### src/rtl/hex_ascii_streamer.sv
// hex_ascii_streamer: streams a word as uppercase ASCII hex, MSB nibble first, optional CR LF
module hex_ascii_streamer #(
    parameter int NIBBLES     = 8,
    parameter bit APPEND_CRLF = 1'b1
) (
    input  logic                   clock,
    input  logic                   reset,
    input  logic [4*NIBBLES-1:0]   in_data,
    input  logic                   in_valid,
    output logic                   in_ready,
    output logic [7:0]             out_data,
    output logic                   out_valid,
    input  logic                   out_ready,
    output logic                   busy
);
    localparam int W = 4 * NIBBLES;

    typedef enum logic [1:0] {IDLE, HEX, CR, LF} state_t;

    state_t         state, next_state;
    logic [W-1:0]   shift, shifted;
    logic [3:0]     count;
    logic           fire;

    function automatic logic [7:0] ascii(input logic [3:0] n);
        return (n < 4'd10) ? {4'h3, n} : 8'h37 + {4'h0, n};
    endfunction

    assign shifted = shift << 4;
    assign fire    = out_valid && out_ready;

    // State register; reset discards any partially sent word
    always_ff @(posedge clock or posedge reset) begin
        if (reset)
            state <= IDLE;
        else
            state <= next_state;
    end

    // Next-state logic: digits, then optional CR and LF, then back to IDLE
    always_comb begin
        next_state = state;
        case (state)
            IDLE:    if (in_valid) next_state = HEX;
            HEX:     if (fire && count == 4'd0) next_state = APPEND_CRLF ? CR : IDLE;
            CR:      if (fire) next_state = LF;
            LF:      if (fire) next_state = IDLE;
            default: next_state = IDLE;
        endcase
    end

    // Handshake flags depend on state alone; every non-IDLE state holds a valid byte
    always_comb begin
        in_ready  = (state == IDLE);
        busy      = !in_ready;
        out_valid = busy;
    end

    // Datapath: latch word, walk nibbles on each output handshake, register the next character
    always_ff @(posedge clock or posedge reset) begin
        if (reset) begin
            shift    <= '0;
            count    <= 4'd0;
            out_data <= 8'h00;
        end else if (state == IDLE) begin
            if (in_valid) begin
                shift    <= in_data;
                count    <= 4'(NIBBLES - 1);
                out_data <= ascii(in_data[W-1 -: 4]);
            end
        end else if (state == HEX) begin
            if (fire && count != 4'd0) begin
                shift    <= shifted;
                count    <= count - 4'd1;
                out_data <= ascii(shifted[W-1 -: 4]);
            end else if (fire && APPEND_CRLF) begin
                out_data <= 8'h0D;
            end
        end else if (state == CR) begin
            if (fire) out_data <= 8'h0A;
        end
    end
endmodule
### config.mk
export PLATFORM = sky130hd
export DESIGN_NAME = hex_ascii_streamer
export DESIGN_NICKNAME = d
export VERILOG_FILES = /design/src/rtl/hex_ascii_streamer.sv
export SDC_FILE = /design/constraint.sdc
export NUM_CORES = 1
export LEC_CHECK = 0
export ABC_AREA = 1
export CAP_MARGIN = 40
export CORE_ASPECT_RATIO = 2
export CORE_MARGIN = 2
export CORE_UTILIZATION = 25
export CTS_CLUSTER_DIAMETER = 50
export DETAILED_ROUTE_END_ITERATION = 10
export SETUP_SLACK_MARGIN = 0.2
export SLEW_MARGIN = 40
export SYNTH_ARGS = -nofsm -noshare
export SYNTH_HDL_FRONTEND = slang
export SYNTH_SLANG_ARGS = --single-unit
### constraint.sdc
create_clock -name clock -period 3.3 [get_ports clock]
set_input_delay 0.33 -clock clock [delete_from_list [all_inputs] [get_ports clock]]
set_output_delay 0.33 -clock clock [all_outputs]
set_load 0.005 [all_outputs]
==> results.yml <==
run_status:
  outcome: "completed"
power:
  p_clk_frac: 0.186
  p_int_mw: 1.477
  power_frac_seq: 0.318
  power_density_mw_per_mm2: 834.1
  power_leakage_nw: 1.341
  switching_share: 0.4092
  comb_power_share: 0.496
  switchingPower_mw: 1.023
  ir_drop_mv: 0.3322
placement:
  pre_cts_slack_ps: 960.1
  port_buffers: 45
  globalplace.congestion: 0.8220
  place_area_sq_mm: 0.002861
  place_hpwl_um: 4108
finish:
  fin_area_sq_mm: 0.002998
  fillers: 1028
  final_nets: 394
  seq_area_sq_mm: 0.001026
  multi_input_area_sq_mm: 0.001054
  drive_gt1_frac: 0.08547
  antenna_cells: 0
  area_growth_pct: 27.79
synth:
  synthTopCellsByCount: "nand2_1, o21ai_0, inv_1"
  ys_seq_elements: 41
  synth.cell_area_sq_mm: 0.002346
  synth.distinct_cells: 28
  syn_inst: 310
  synthTopCellsByArea: "dfrtp_1, nand2_1, o21ai_0, inv_1, ha_1"
  synth_top_area_share: 0.4373
  synth_edf_count: 0
  synth_area_leader_cell: "dfrtp_1"
  ys_warn_count: 0
  synth_fp_nets: 354
  ys_seq_area_frac: 0.4373
  async_flop_share: 1.000
  synth_top_flop_cell: "dfrtp_1"
  synth_most_common_cell: "nand2_1"
  avgSynthCellArea_sq_um: 7.568
die:
  die-area_sq_mm: 0.01022
  die_w_um: 72.50
  num_io_pins: 47
  start_util: 0.2534
  core_area_sq_mm: 0.009259
  die_y_um: 141.0
  rows: 50
global_routing:
  antenna_found_initial: 0
  grt_max_degree: 60
  grt_usage: 0.1165
  overflow: 0
  grt_pass1_wl_um: 9204
  grt_pass1_vias: 2123
setup_path:
  r2r_end: "shift[2]"
  start_kind: "flop"
  r2r_slack_ps: 950
  worst_ep_arrival_time_ps: 2490
  critical_path_class: "flop to flop"
  rr_worst_depth: 9
  crit_path_end_kind: "flop"
  cp_max_fo: 59
  reg2reg_from: "state[0]"
  required_ps: 3440
clock_tree:
  htreeDepth: 2
  clkSinkCount: 41
  root_buffer: "clkbuf_16"
  clk_pin_slew_worst_paths_ps: 60
  cts_buffer_depth: 2
  post_cts_buffers: 0
  cts_made_buffers: 5
  ctsHoldBuffers: 0
  clkLatencyLatePin_ps: 280
  cts_tree: "built"
  cts_resized: 0
timing:
  maxSlewHeadroom: 0.6345
  timing.final.ws_setup_ps: 946.3
  timing.hold.ws_ps: 361.8
  worst_pin_slew_ps: 545.3
  hold_viol: 0
  period_share: 0.7132
  setup_tns_ps: 0
  slew_violations: 0
  min_period_ps: 2354
  skew_ps: 6.576
  fmaxAchievable_mhz: 424.9
  setup_viol: 0
  rsz0062_at_grt: "no"
route:
  wirelength_um: 5404
  avgRoutedWirePerCell_um: 11.88
  dr.pass1.iters: 5
  ant_nets: 0
  drt_iter0_markers: 110
  route.detailed.drc: 0
  vias: 2046
  drt-vias-per-instance: 4.497
job:
  maxCapViolations: 0
worst_hold_path:
  hp-class: "input pin to asynchronous set/reset pin"
## registers in the layout, summed over array words and instances, names as in the netlist
signal    flops
state         2
count         4
shift        28
out_data      7
## area by class of cell
class	instances	area share
multi-input combinational	207	0.3514
sequential	41	0.3422
timing repair buffer	48	0.1578
inverter	47	0.05968
clock buffer	8	0.04549
tap	104	0.04341
## logic make-up (layout without fill, tap and decap cells)
family | after synthesis | in the layout | share of synthesized area
other | 1 | 1 | 0.001598
XOR/XNOR | 1 | 1 | 0.003734
AND/OR/NAND/NOR | 121 | 121 | 0.2139
adder cells (fa/ha/maj) | 8 | 8 | 0.04267
flip-flops | 41 | 41 | 0.4373
buffers and inverters | 62 | 103 | 0.1147
AO/OA/AOI/OAI | 76 | 76 | 0.1861
## worst max-delay path, stage by stage, from the launching register on
cell and delay, ps:
dfrtp_1 410, inv_1 90, ha_2 340, inv_4 180, nand2_2 70, a21oi_2 200
nand2_2 130, a21oi_4 130, buf_4 470, o21ai_0 160
## worst max-delay path by stage
| stage | slack (ps) | endpoint | cells after the start | from |
|---|---|---|---|---|
| after floorplan | 1540 | shift[10] | 11 | state[0] |
| after global placement | 1060 | shift[2] | 9 | state[0] |
| after detailed placement | 960 | shift[3] | 9 | state[0] |
| after CTS | 950 | shift[2] | 9 | state[0] |
| after global routing | 660 | shift[2] | 9 | state[0] |
| final | 950 | shift[2] | 9 | state[0] |
## power groups by stage
stage / sequential, mW / clock (mW) / combinational [mW]
after global placement: 0.796 / 0 / 1.23
after detailed placement: 0.805 / 0 / 1.25
after global routing: 0.824 / 0.497 / 1.43
final: 0.796 / 0.465 / 1.24
after CTS: 0.798 / 0.476 / 1.26
after floorplan: 0.787 / 0 / 0.945
## through the flow
| step | total power [mW] | instances | utilization |
|---|---|---|---|
| after floorplan | 1.732 | 310 | - |
| after global placement | 2.025 | 447 | 0.3091 |
| after detailed placement | 2.054 | 447 | 0.3091 |
| after CTS | 2.530 | 455 | 0.3238 |
| after global routing | 2.752 | 455 | 0.3238 |
| final | 2.501 | 455 | 0.3238 |
## layout by cell type (no fill, tap or decap), types with 2 or more instances in the layout
| master | n |
|---|---|
| o21ai_1 | 4 |
| o21ai_2 | 9 |
| dfrtp_1 | 41 |
| ha_1 | 7 |
| nand3_1 | 14 |
| inv_1 | 45 |
| or2_2 | 5 |
| clkdlybuf4s50_1 | 45 |
| clkbuf_1 | 3 |
| nand2_2 | 2 |
| a21oi_1 | 6 |
| o21ai_0 | 52 |
| nand2_1 | 82 |
| buf_4 | 3 |
| clkbuf_16 | 5 |
| nor2_1 | 14 |
## routing by layer
metal	vias to the layer above	global-route usage	wire, um
li1	1050	-	-
met1	942	0.1210	2135
met2	43	0.2091	2889
met3	11	0.02073	175
met4	0	0.07212	204
met5	-	0	0
No activity file was read; power rests on OpenSTA's default activity.
